### src/rtl/exec_sequencer_pkg.sv
// Shared types and helpers for the multi-cycle instruction execution sequencer.
package exec_sequencer_pkg;

  localparam int WAIT_W = 16;

  typedef enum logic [3:0] {
    IDLE      = 4'd0,
    DEC1      = 4'd1,
    DEC2      = 4'd2,
    OPERANDS  = 4'd3,
    EXECUTE   = 4'd4,
    MEMORY    = 4'd5,
    BRANCH    = 4'd6,
    WRITEBACK = 4'd7,
    ERROR     = 4'd8
  } seq_state_e;

  typedef enum logic [1:0] {
    ERR_NONE    = 2'd0,
    ERR_BUS     = 2'd1,
    ERR_TIMEOUT = 2'd2,
    ERR_ILLEGAL = 2'd3
  } seq_err_e;

  // Unit usage of the instruction in flight; operand flags are only needed in DEC2.
  typedef struct packed {
    logic alu;
    logic data;
    logic we;
    logic pc_alu;
  } dec_class_t;

  // Next stop once the ALU phase is finished or skipped.
  function automatic seq_state_e after_execute(input dec_class_t cls);
    if (cls.data) begin
      return MEMORY;
    end else if (cls.pc_alu) begin
      return BRANCH;
    end else begin
      return WRITEBACK;
    end
  endfunction

  // Stores and pure branches (PC-ALU without an ALU link add) never write rd; x0 is never written.
  function automatic logic writes_rd(input dec_class_t cls, input logic [4:0] rd);
    return !(cls.data && cls.we) && !(cls.pc_alu && !cls.alu) && (rd != 5'd0);
  endfunction

endpackage

### src/rtl/exec_sequencer_wait_timer.sv
// Per-state wait counter: cleared on state entry, counts while a request is pending.
module exec_sequencer_wait_timer
  import exec_sequencer_pkg::*;
#(
  parameter int TIMEOUT_CYCLES = 255
) (
  input  logic clk,
  input  logic rst,
  input  logic clear,
  input  logic enable,
  output logic expired
);

  localparam logic [WAIT_W-1:0] LIMIT = WAIT_W'(TIMEOUT_CYCLES - 1);

  logic [WAIT_W-1:0] count_q;

  // expired flags the TIMEOUT_CYCLES-th waiting cycle; the counter saturates there.
  always_ff @(posedge clk or posedge rst) begin
    if (rst) begin
      count_q <= '0;
    end else if (clear) begin
      count_q <= '0;
    end else if (enable && (count_q != LIMIT)) begin
      count_q <= count_q + WAIT_W'(1);
    end
  end

  assign expired = enable && (count_q == LIMIT);

endmodule

### src/rtl/exec_sequencer.sv
// Sequences one instruction at a time through decode, RF read, ALU, LSU, PC-ALU and write-back.
module exec_sequencer
  import exec_sequencer_pkg::*;
#(
  parameter int TIMEOUT_CYCLES = 255,
  parameter int CNT_W          = 32
) (
  input  logic             clk_i,
  input  logic             rst_i,
  input  logic             instr_valid_i,
  output logic             instr_ready_o,
  output logic             dec_req_o,
  input  logic             dec_req_rf_ra_i,
  input  logic             dec_req_rf_rb_i,
  input  logic             dec_req_alu_i,
  input  logic             dec_req_data_i,
  input  logic             dec_we_data_i,
  input  logic             dec_req_pc_alu_i,
  input  logic [4:0]       dec_rf_waddr_i,
  output logic             rf_req_o,
  input  logic             rf_ack_i,
  output logic             alu_req_o,
  input  logic             alu_ack_i,
  output logic             lsu_req_o,
  output logic             lsu_we_o,
  input  logic             lsu_ack_i,
  input  logic             lsu_err_i,
  output logic             pc_alu_req_o,
  input  logic             pc_alu_ack_i,
  input  logic             pc_redirect_i,
  output logic             rf_we_o,
  output logic [4:0]       rf_waddr_o,
  output logic             flush_o,
  output logic             retire_o,
  output logic [CNT_W-1:0] retire_cnt_o,
  output logic             err_o,
  output logic [1:0]       err_code_o,
  input  logic             err_clear_i,
  output logic [3:0]       dbg_state_o
);

  // Handshake: a unit request is a level that rises on entry to its state and
  // holds until the matching ack is sampled on a clock edge; it drops the cycle
  // after. Acks arriving while no request is pending are ignored, and an ack in
  // the same cycle as the timeout takes priority over the timeout.

  seq_state_e       state_q, state_n;
  dec_class_t       cls_q, cls_n;
  logic [4:0]       rd_q, rd_n;
  seq_err_e         err_code_q, err_code_n;
  logic [CNT_W-1:0] cnt_n;

  logic             pending;
  logic             expired;

  logic             instr_ready_n, dec_req_n, rf_req_n, alu_req_n;
  logic             lsu_req_n, lsu_we_n, pc_alu_req_n;
  logic             rf_we_n, flush_n, retire_n, err_n;
  logic [4:0]       rf_waddr_n;

  assign pending = (state_q == OPERANDS) || (state_q == EXECUTE) ||
                   (state_q == MEMORY)   || (state_q == BRANCH);

  exec_sequencer_wait_timer #(
    .TIMEOUT_CYCLES (TIMEOUT_CYCLES)
  ) u_wait_timer (
    .clk     (clk_i),
    .rst     (rst_i),
    .clear   (state_n != state_q),
    .enable  (pending),
    .expired (expired)
  );

  always_comb begin
    state_n    = state_q;
    cls_n      = cls_q;
    rd_n       = rd_q;
    err_code_n = err_code_q;

    case (state_q)
      IDLE: begin
        if (instr_valid_i) state_n = DEC1;
      end
      DEC1: begin
        state_n = DEC2;
      end
      DEC2: begin
        cls_n.alu    = dec_req_alu_i;
        cls_n.data   = dec_req_data_i;
        cls_n.we     = dec_we_data_i;
        cls_n.pc_alu = dec_req_pc_alu_i;
        rd_n         = dec_rf_waddr_i;
        if (!(dec_req_alu_i || dec_req_data_i || dec_req_pc_alu_i)) begin
          state_n    = ERROR;
          err_code_n = ERR_ILLEGAL;
        end else if (dec_req_rf_ra_i || dec_req_rf_rb_i) begin
          state_n = OPERANDS;
        end else begin
          state_n = cls_n.alu ? EXECUTE : after_execute(cls_n);
        end
      end
      OPERANDS: begin
        if (rf_ack_i) begin
          state_n = cls_q.alu ? EXECUTE : after_execute(cls_q);
        end else if (expired) begin
          state_n    = ERROR;
          err_code_n = ERR_TIMEOUT;
        end
      end
      EXECUTE: begin
        if (alu_ack_i) begin
          state_n = after_execute(cls_q);
        end else if (expired) begin
          state_n    = ERROR;
          err_code_n = ERR_TIMEOUT;
        end
      end
      MEMORY: begin
        if (lsu_ack_i) begin
          if (lsu_err_i) begin
            state_n    = ERROR;
            err_code_n = ERR_BUS;
          end else begin
            state_n = cls_q.pc_alu ? BRANCH : WRITEBACK;
          end
        end else if (expired) begin
          state_n    = ERROR;
          err_code_n = ERR_TIMEOUT;
        end
      end
      BRANCH: begin
        if (pc_alu_ack_i) begin
          state_n = WRITEBACK;
        end else if (expired) begin
          state_n    = ERROR;
          err_code_n = ERR_TIMEOUT;
        end
      end
      WRITEBACK: begin
        state_n = IDLE;
      end
      ERROR: begin
        if (err_clear_i) begin
          state_n    = IDLE;
          err_code_n = ERR_NONE;
        end
      end
      default: begin
        state_n    = IDLE;
        err_code_n = ERR_NONE;
      end
    endcase
  end

  // Outputs are decoded from the next state so the registered copies line up with state_q.
  always_comb begin
    instr_ready_n = (state_n == IDLE);
    dec_req_n     = (state_n == DEC1);
    rf_req_n      = (state_n == OPERANDS);
    alu_req_n     = (state_n == EXECUTE);
    lsu_req_n     = (state_n == MEMORY);
    lsu_we_n      = (state_n == MEMORY) && cls_n.we;
    pc_alu_req_n  = (state_n == BRANCH);
    retire_n      = (state_n == WRITEBACK);
    rf_we_n       = retire_n && writes_rd(cls_n, rd_n);
    rf_waddr_n    = retire_n ? rd_n : 5'd0;
    flush_n       = (state_q == BRANCH) && pc_alu_ack_i && pc_redirect_i;
    err_n         = (state_n == ERROR);
    cnt_n         = retire_n ? (retire_cnt_o + CNT_W'(1)) : retire_cnt_o;
  end

  always_ff @(posedge clk_i or posedge rst_i) begin
    if (rst_i) begin
      state_q       <= IDLE;
      cls_q         <= '0;
      rd_q          <= '0;
      err_code_q    <= ERR_NONE;
      instr_ready_o <= 1'b1;
      dec_req_o     <= 1'b0;
      rf_req_o      <= 1'b0;
      alu_req_o     <= 1'b0;
      lsu_req_o     <= 1'b0;
      lsu_we_o      <= 1'b0;
      pc_alu_req_o  <= 1'b0;
      rf_we_o       <= 1'b0;
      rf_waddr_o    <= '0;
      flush_o       <= 1'b0;
      retire_o      <= 1'b0;
      retire_cnt_o  <= '0;
      err_o         <= 1'b0;
    end else begin
      state_q       <= state_n;
      cls_q         <= cls_n;
      rd_q          <= rd_n;
      err_code_q    <= err_code_n;
      instr_ready_o <= instr_ready_n;
      dec_req_o     <= dec_req_n;
      rf_req_o      <= rf_req_n;
      alu_req_o     <= alu_req_n;
      lsu_req_o     <= lsu_req_n;
      lsu_we_o      <= lsu_we_n;
      pc_alu_req_o  <= pc_alu_req_n;
      rf_we_o       <= rf_we_n;
      rf_waddr_o    <= rf_waddr_n;
      flush_o       <= flush_n;
      retire_o      <= retire_n;
      retire_cnt_o  <= cnt_n;
      err_o         <= err_n;
    end
  end

  assign err_code_o  = err_code_q;
  assign dbg_state_o = state_q;

endmodule

### config.mk
export PLATFORM = sky130hd
export DESIGN_NAME = exec_sequencer
export DESIGN_NICKNAME = d
export VERILOG_FILES = /design/src/rtl/exec_sequencer_pkg.sv /design/src/rtl/exec_sequencer_wait_timer.sv /design/src/rtl/exec_sequencer.sv
export SDC_FILE = /design/constraint.sdc
export NUM_CORES = 1
export LEC_CHECK = 0
export ABC_AREA = 0
export BUFFER_PORTS_ARGS = -buffer_cell sky130_fd_sc_hd__buf_2
export CORE_AREA = 2 2 116 118
export DETAILED_ROUTE_END_ITERATION = 8
export DIE_AREA = 0 0 118 120
export MAX_ROUTING_LAYER = met4
export PLACE_DENSITY_LB_ADDON = 0.05
export SLEW_MARGIN = 20
export SYNTH_ARGS = -nofsm -noshare
export SYNTH_HDL_FRONTEND = slang
export SYNTH_SLANG_ARGS = --single-unit
### constraint.sdc
create_clock -name clk_i -period 5.06 [get_ports clk_i]
set_input_delay 0.253 -clock clk_i [delete_from_list [all_inputs] [get_ports clk_i]]
set_output_delay 0.253 -clock clk_i [all_outputs]
set_load 0.03 [all_outputs]
# After elaboration in Yosys (flattened, before gate mapping)
# Cells that the tools add are included.
# word_totals
ramBits	0
inputBits	21
out_inout_bits	54
rom_bits	0
word_cells	104
register_bits	79
latchBits	0
mem_count	0
# op_classes
bitwise_logic	1
n_lt_le_gt_ge	0
n_div	0
multipliers	0
mux	31
eq_ne	24
addsub	2
shifts	0
reduce_logical	25
# op_table
operator	count
$mux W4	13
$add A32 B1 Y32 const B	1
$eq A4 B3 Y1 const B	8
$mux W16	2
$pmux W4 S8	1
$mux W2	10
$add A16 B1 Y16 const B	1
$eq A16 B8 Y1 const B	1
$ne A16 B8 Y1 const B	1
$pmux W2 S7	1
$eq A4 B2 Y1 const B	3
$logic_and A1 B1 Y1	10
$mux W5	2
$ne A2 B2 Y1 const B	5
$eq A4 B1 Y1 const B	2
$eq A4 B4 Y1 const B	2
$logic_not A4 Y1	2
$reduce_and A7 Y1	1
$logic_or A1 B1 Y1	6
$reduce_bool A5 Y1	1
$ne A4 B4 Y1	1
$logic_not A1 Y1	3
$ne A3 B3 Y1 const B	1
$reduce_or A3 Y1	1
3 further kinds	4

# Depth between registers and ports, before layout
# Gate-level depths: netlist of run 1.
# logic_depth
ltp_word	10
depth_mapped	12
ltp_nobuf	10

# Cells and area by module
# A second synthesis of run 1 with hierarchy kept.
# unflattened
hier_cells	419
hier_area_um2	4247.8
# by_module_without_submodules
mod	seq_area_each_um2	n_inst	area_per_inst_um2	cells_each
exec_sequencer	1577.8	1	3261.9	316
exec_sequencer_wait_timer	400.4	1	985.9	103

# Least setup slack after synthesis of run 1
# No wires, ideal clock.
# synth_path
path_type	register to register
start	register state_q[1] (netlist: dbg_state_o[1])
end	register retire_cnt_o[16]
arrival_time_ns	2.479
t_required_ns	4.927
path_buffers	3
setup_ns	0.133
stages_incl_launch_ff	12
slack_ns	2.448
synth_period_minus_slack_ns	2.612
path_cell_list	dfrtp_1 buf_2 or3b_2 o22a_1 o2111a_1 and2_4 clkinv_2 and3_1 buf_6 buf_6 nand4_1 xnor2_1
# synth_between
elab_chain_len	9
word_cells_on_any_way	21
cone_classes	8 x eq/ne; 8 x mux; 5 x reduce/logical
# synth_rtl
item	line_no	source
start, declared	exec_sequencer.sv:47	seq_state_e state_q, state_n;
start signal, assigned	exec_sequencer.sv:192	state_q <= state_n;
$eq A4 B2 Y1 or $eq A4 B3 Y1 (tied branches)	exec_sequencer.sv:61, exec_sequencer.sv:80	
$logic_or A1 B1 Y1 (2 in series)	exec_sequencer.sv:61	assign pending = (state_q == OPERANDS) || (state_q == EXECUTE) ||
$logic_or A1 B1 Y1	exec_sequencer.sv:62	(state_q == MEMORY) || (state_q == BRANCH);
$logic_and A1 B1 Y1	exec_sequencer_wait_timer.sv:29	assign expired = enable && (count_q == LIMIT);
$mux W4	-	
$mux W4 (on tied branches)	-	
$pmux W4 S8 *	exec_sequencer.sv:80	case (state_q)
named net state_n[1]	exec_sequencer.sv:47	
$eq A4 B3 Y1 *	exec_sequencer.sv:164	retire_n = (state_n == WRITEBACK);
end signal, assigned	exec_sequencer.sv:207	retire_cnt_o <= cnt_n;
end, declared	exec_sequencer.sv:35	output logic [CNT_W-1:0] retire_cnt_o,
# The timed path passes the listed nets; every way through them passes the cells marked *.
# A chain may end at the register's enable or synchronous reset.

# Final worst setup path of run 1
# layout_path
start	register u_wait_timer.count_q[0]
end	register u_wait_timer.count_q[1]
# layout_between
elab_chain_len	7
word_cells_on_any_way	15
cone_classes	1 x add/sub; 3 x eq/ne; 8 x mux; 3 x reduce/logical
# layout_rtl
item	line_no	source
start, declared	exec_sequencer_wait_timer.sv:16	logic [WAIT_W-1:0] count_q;
start signal, assigned	exec_sequencer_wait_timer.sv:25	count_q <= count_q + WAIT_W'(1);
$eq A16 B8 Y1	exec_sequencer_wait_timer.sv:29	
$logic_and A1 B1 Y1	exec_sequencer_wait_timer.sv:29	
$mux W4	-	
$mux W4 (on tied branches)	-	
$pmux W4 S8	exec_sequencer.sv:80	
$ne A4 B4 Y1	exec_sequencer.sv:69	.clear (state_n != state_q),
$mux W16 or $reduce_bool A2 Y1 (tied branches)	-	
# Several ways; a longest one is shown, not always the timed one. The select of a mux whose other input is x is not followed.

==> out/summary.txt, run 1 <==
Status: complete, no violations
VDD IR max: 0.2071 mV
Setup Viol. Count Final: 0
Post-synth design cell area: 3916 sq um
Synth area leaders: dfrtp_1, xnor2_1, nor2_1
Detailed Route Iter0 Violations: 141
Crit path launch type: register
CP cell instances: inv_1 -> ha_1 -> or4b_4 -> nor4_4 -> nand2_2 -> a211oi_4 -> xnor2_1 -> nand4_1 -> a211oi_1
Post-Syn Nets: 396
Critical path type: reg2reg
# diodes: 0
Largest net degree at the start of global routing: 55
Yosys cell types: 61
Skew-Pair Late Insertion Delay: 340 ps
Syn. warnings: 0
CP Max Fanout: 16
Top-area cell type share of the netlist area: 0.4984
Worst-path clk slew: 60 ps
1st-pass router iterations: 4
Core Rows: 42
Die X: 118 um
Clock power frac: 0.286
Synthesized flop and latch total: 79
Internal power: 1.525 mW
RSZ-0062 raised after global routing: false
Share of cells above drive strength 1: 0.2528
Routed Antenna Nets: 0
Total of max-cap violations: 0
Post-synth top area cell: dfrtp_1
Clock net sink count: 79
Pleak: 2.208 nW
Setup bufs post-CTS: 0
GRT Overall Usage: 0.1441
Clock Skew: 12.39 ps
Sw frac: 0.3889
Fin. max-slew vios: 0
Initial Utilization: 0.3017
WL/cell: 14.58 um
Final core utilization: 0.3678
CTS Buffer Depth: 2
Vias/cell: 4.668
CTS tree: yes
Combinational Power Share: 0.367
CP peak stage delay: 540 ps
Die H: 120 um
First-pass GRT wire length: 15500 um
Tcrit/Tclk final: 0.6239
Worst EP arrival: 3390 ps
Nets: 470
Slew @ Worst Pin: 693.7 ps
Sw Pwr: 0.9707 mW
Worst R2R Setup Slack: 1900 ps
Ys flop type: dfrtp_1
Placeable Area: 12980 sq um
Vias in the first global route: 2914
Post-synthesis cell count: 372
Register area share after synthesis: 0.5051
DRC Markers: 0
Root Driver: clkbuf_16
PwrDens: 522.8 nW/um^2
Fmax: 316.8 MHz
Post-detail-place hpwl: 6437 um
Critical Path RT: 5290 ps
Post-Syn Area per Cell: 10.53 sq um
Num CTS Buffers: 9
Initial antenna violation count: 0
GRT overflow: 0
Vias: 2927
Final Wtd Congestion: 0.8062
IO buf count: 74
EDFF count, synth: 0
Crit path time final: 3157 ps
Die Area: 14160 sq um
Area grow syn2layout: 21.92%
Post-Route WL: 9144 um
Ys async rst share: 1.000
Crit path max-delay family: simple AND/OR/NAND/NOR gates
# IOs: 75
Crit-path slowest cell: nand4_1
CTS H-tree depth: 3
Crit path buf inv count: 1
Final hold violations: 0
Slew HR: 0.5375
Sequential power share: 0.347
Critical Path Sink Type: register
Hold crit path type: in2reg
TNS Setup: 0 ps
==> repair_timing <==
action	in CTS	in global routing
hold endpoints to repair	25	0
gates resized for setup	0	0
setup endpoints to repair	0	0
hold buffers	1	0
==> worst paths after layout <==
kind | from | end | cells after the start
worst max register to register | u_wait_timer.count_q[0] | u_wait_timer.count_q[1] | 9
max in group asynchronous | rst_i | cls_q[2] | 4
worst min register to register | retire_cnt_o[31] | retire_cnt_o[31] | 1
worst max-delay path | u_wait_timer.count_q[0] | u_wait_timer.count_q[1] | 9
min in group asynchronous | rst_i | retire_cnt_o[30] | 3
worst min-delay path | pc_redirect_i | flush_o | 3
==> sequential cells by signal, indices dropped and copies added, names as in the netlist, 2 cells and up <==
signal / flops
dbg_state_o: 4
cls_q: 4
rf_waddr_o: 5
rd_q: 5
retire_cnt_o: 32
err_code_o: 2
u_wait_timer.count_q: 16
==> through the flow <==
step	worst slack (ps)	instances	cell area [sq um]	hold slack [ps]	total power [mW]
final	1903	627	4775	125.0	2.496
after detailed placement	1847	610	4437	294.5	1.805
after floorplan	2448	372	3916	359.2	1.587
after global routing	1559	627	4775	122.2	2.679
after global placement	1895	610	4437	288.4	1.813
after CTS	1830	627	4775	109.1	2.539
==> final cells by class <==
class	count	area [sq um]
clock buffers	13	260.3
clock inverters	3	67.56
fillers	1346	8205
inverters	20	77.57
multi-input cells	258	1768
flip-flops and latches	79	1978
well taps	176	220.2
repair buffers	78	402.9
==> worst register-to-register path, delay by kind of cell, from the launching register on <==
kind,cells,cell delay (ps)
and+or+nand+nor,4,1380
AOI/OAI and AO/OA,2,850
DFF,1,430
xor gates and xnor gates,1,170
adders and majority gates,1,140
buffers and inverters,1,80
==> cells in the mapped netlist (5+ instances only) <==
master / instances
nand4_1: 18
nor3b_1: 5
and2_1: 8
xnor2_1: 41
clkbuf_1: 5
and3_1: 12
dfrtp_1: 78
nor3_1: 13
inv_1: 18
buf_2: 6
o21ai_0: 6
xor2_1: 8
mux2i_1: 6
nor2b_1: 6
nand2_1: 16
nand3_1: 20
nor2_1: 36
==> power by group through the flow <==
stage | clock network (mW) | registers, mW | logic [mW]
2_1_floorplan | 0 | 0.950 | 0.637
3_3_place_gp | 0 | 0.879 | 0.933
3_5_place_dp | 0 | 0.877 | 0.929
4_1_cts | 0.740 | 0.866 | 0.933
5_1_grt | 0.772 | 0.887 | 1.02
6_report | 0.713 | 0.866 | 0.917
==> routing by layer <==
metal,vias to the layer above,share of wire,GRT usage
met5,-,0,-
met4,0,0.019,0.06702
met3,10,0.040,0.02994
met2,66,0.45,0.2064
met1,1407,0.49,0.1957
li1,1444,-,-
==> cells in the final DEF (no fill, tap or decap), types with 4 or more instances in the layout <==
master / synthesis / layout
nand3_1: 20 / 20
o21ai_0: 6 / 6
nor2_1: 36 / 36
buf_2: 6 / 74
nor3_1: 13 / 13
nand2_1: 16 / 16
nor2b_1: 6 / 6
and2_1: 8 / 8
xor2_1: 8 / 8
mux2i_1: 6 / 6
inv_1: 18 / 17
nand4_1: 18 / 18
xnor2_1: 41 / 41
clkbuf_16: 0 / 9
nor3b_1: 5 / 5
and3_1: 12 / 12
and4_1: 4 / 4
mux2_2: 4 / 4
dfrtp_1: 78 / 78
a21oi_1: 4 / 4
==> cell families after synthesis <==
family / Yosys count / synth area share
buffers and inverters: 35 / 0.04345
flip-flops: 79 / 0.5051
XOR/XNOR: 49 / 0.1096
AO/OA/AOI/OAI: 36 / 0.07189
AND/OR/NAND/NOR: 160 / 0.2335
multiplexers: 10 / 0.02684
adder cells (fa/ha/maj): 3 / 0.009586
(Power assumes the default switching activity.)
==> run 2, diff against run 1 <==
- ABC_AREA: 0 -> 1
- CORE_AREA: 2 2 116 118 -> 2 2 124 126
- DIE_AREA: 0 0 118 120 -> 0 0 126 128
- clock period: 5.06 -> 2.9 ns (I/O delays scaled with it)
==> run 2 against run 1 <==
Compared with the run above: sequential share of layout area shrank 4.5 points; register-to-register slack lost 1400 ps; fmax grew 30%; final area grew 12%.
==> out/summary.txt, run 2 <==
Status: complete, no violations
First-pass GRT wire length: 21470 um (+38%)
Most numerous cell in the Yosys netlist: nand2_1
Fmax: 411.2 MHz (+30%)
Post-synth design cell area: 4472 sq um (+14%)
RSZ-0062 raised after global routing: false
Top Registers: retire_cnt_o: 32 flops, u_wait_timer.count_q: 16 flops
Initial Utilization: 0.3008 (-0.0008741)
TNS Setup: 0 ps (unchanged)
Syn. warnings: 0 (unchanged)
Placed Area: 5050 sq um (+14%)
Post-Syn Area per Cell: 7.631 sq um (-28%)
Post-synth top area cell: dfrtp_1
Post-Route WL: 13010 um (+42%)
# IOs: 75 (unchanged)
Crit path time final: 2432 ps (-725.2 ps)
Setup Viol. Count Final: 0 (unchanged)
Tcrit/Tclk final: 0.8386 (+0.2146)
Post-synthesis cell count: 586 (+58%)
Register area share after synthesis: 0.4424 (-0.06275)
GRT overflow: 0 (unchanged)
Combinational Power Share: 0.412 (+0.045)
Post-Syn Nets: 610 (+54%)
Reg area: 1978 sq um (unchanged)
Critical path type: reg2reg
Sw Pwr: 2.060 mW (+110%)
Commonest non-fill, non-tap cell in the layout: nand2_1
Placed cells: 842 (+38%)
Initial antenna violation count: 0 (unchanged)
Worst EP arrival: 2700 ps (-690 ps)
Clock Skew: 6.767 ps (-5.628 ps)
Vias in the first global route: 4097 (+41%)
Setup bufs post-CTS: 0 (unchanged)
Most frequent cells in the layout: nand2_1, dfrtp_1, buf_2, inv_1, nor2_1
PwrDens: 857.6 nW/um^2 (+64%)
Die X: 126 um (+6.8%)
CTS Buffer Depth: 2 (unchanged)
Skew-Pair Late Insertion Delay: 340 ps (about the same)
WL/cell: 15.13 um (+3.7%)
Hold crit path type: in2reg
CP Max Fanout: 42 (+26)
Placeable Area: 14860 sq um (+15%)
Routed Antenna Nets: 0 (unchanged)
Top-area cell type share of the netlist area: 0.4365 (-0.06192)
VDD IR max: 0.3285 mV (+59%)
Detailed Route Iter0 Violations: 236 (+67%)
Share of cells above drive strength 1: 0.1994 (-0.05337)
Synthesized flop and latch total: 79 (unchanged)
Clock power frac: 0.252 (-0.034)
1st-pass router iterations: 4 (unchanged)
# diodes: 0 (unchanged)
FILL cells: 1633 (+21%)
Num CTS Buffers: 9 (unchanged)
Clock net sink count: 79 (unchanged)
Ys async rst share: 1.000 (unchanged)
Crit path launch type: register
Top reg by flops: retire_cnt_o
Pleak: 2.714 nW (+23%)
IO buf count: 74 (unchanged)
Worst-path clk slew: 60 ps (about the same)
DR top layer: met4
Vias: 4007 (+37%)
Vias/cell: 4.659 (-0.19%)
Critical Path RT: 3170 ps (-2120 ps)
Final Wtd Congestion: 0.8306 (+3.0%)
Sequential power share: 0.336 (-0.011)
Hold WS: 76.27 ps (-48.68 ps)
Final hold violations: 0 (unchanged)
Largest net degree at the start of global routing: 45 (-18%)
Internal power: 2.539 mW (+66%)
Total of max-cap violations: 0 (unchanged)
Nets: 691 (+47%)
Ys flop type: dfrtp_1
DR WL met2: 6315 um (+53%)
Met1 wire length: 6113 um (+37%)
Slew @ Worst Pin: 821.7 ps (+128.0 ps)
Core Rows: 45 (+7.1%)
Max FFs per register: 32 (unchanged)
GRT Overall Usage: 0.1741 (+0.02995)
DRC Markers: 0 (unchanged)
Synth area leaders: dfrtp_1, nand2_1, xor2_1
# hold bufs at CTS: 2 (+1)
Met3 Routed Length: 380 um (+3.3%)
CTS H-tree depth: 3 (unchanged)
Post-detail-place hpwl: 9832 um (+53%)
Root Driver: clkbuf_16
Sw frac: 0.4479 (+0.05896)
CTS resizes: 0 (unchanged)
Post-synth top cells: nand2_1, dfrtp_1, inv_1, nor2_1
Area grow syn2layout: 19.92%
Design area: 5363 sq um (+12%)
CTS tree: yes
Die H: 128 um (+6.7%)
EDFF count, synth: 0 (unchanged)
Yosys cell types: 35 (-43%)
Final Non-Filler Cells: 860 (+37%)
Fin. max-slew vios: 0 (unchanged)
Area of the multi-input gates: 2121 sq um (+20%)
Die Area: 16130 sq um (+14%)
Critical Path Sink Type: register
Slew HR: 0.4516 (-0.08598)
-- run 2: cell count changes after synthesis, sizes merged, moves of 12 or more --
cell	previous run	this run
nand2	17	166
inv	19	75
nor2	36	76
xnor2	41	6
o21ai	6	35
xor2	8	32
nand3	23	37
and3	12	0
-- run 2: cells by family after synthesis --
family          share of synthesized area
compound gates                    0.05680
buf+inv                           0.08338
simple gates                       0.3346
xor+xnor                          0.07443
fa+ha+maj                        0.008395
flops                              0.4424
-- run 2: worst paths after layout --
path	startpoint	end	slack [ps]	depth (start not counted)
max in group asynchronous	rst_i	rd_q[0]	1750	4
worst max-delay path	dbg_state_o[2]	retire_cnt_o[10]	470	13
worst max register to register	dbg_state_o[2]	retire_cnt_o[10]	470	13
min in group asynchronous	rst_i	retire_cnt_o[31]	490	3
worst min-delay path	instr_valid_i	dec_req_o	80	3
worst min register to register	err_code_o[0]	err_code_o[0]	510	2
-- run 2: cell type report --
cell class,instances,area share
Multi-Input combinational cell,421,0.3955
Sequential cell,79,0.3689
Timing Repair Buffer,81,0.08446
Inverter,75,0.05273
Tap cell,188,0.04386
Clock buffer,11,0.04340
Clock inverter,5,0.01120
-- run 2: metal layers --
layer / vias up / GRT usage
met5: - / -
met4: 0 / 0.06529
met1: 1891 / 0.2228
li1: 2019 / -
met3: 14 / 0.02421
met2: 83 / 0.2821
-- run 2: through the flow --
step           power [mW]    util  setup slack [ps]
4_1_cts             4.677  0.3608             438.3
6_report            4.599  0.3608             468.2
3_3_place_gp        3.502  0.3397             441.3
2_1_floorplan       2.939       -             733.3
5_1_grt             4.957  0.3608             168.4
3_5_place_dp        3.488  0.3397             451.6
-- run 2: power by group through the flow --
stage	Combinational (mW)	Clock [mW]	Sequential [mW]
2_1_floorplan	1.15	0	1.79
3_3_place_gp	1.94	0	1.56
3_5_place_dp	1.92	0	1.56
4_1_cts	1.93	1.20	1.55
5_1_grt	2.13	1.25	1.58
6_report	1.89	1.16	1.54
-- run 2: worst max-delay path, stage by stage (launching register included) --
cell     delay [ps]
dfrtp_1         530
inv_2           110
nor2_4          210
nand2_1          80
nor2_1          220
nand2_1          80
nand3_1         120
nor3_2           70
nand2_2         130
nand3_2         260
inv_2           150
buf_12          200
nand2_1          70
o21ai_1          90
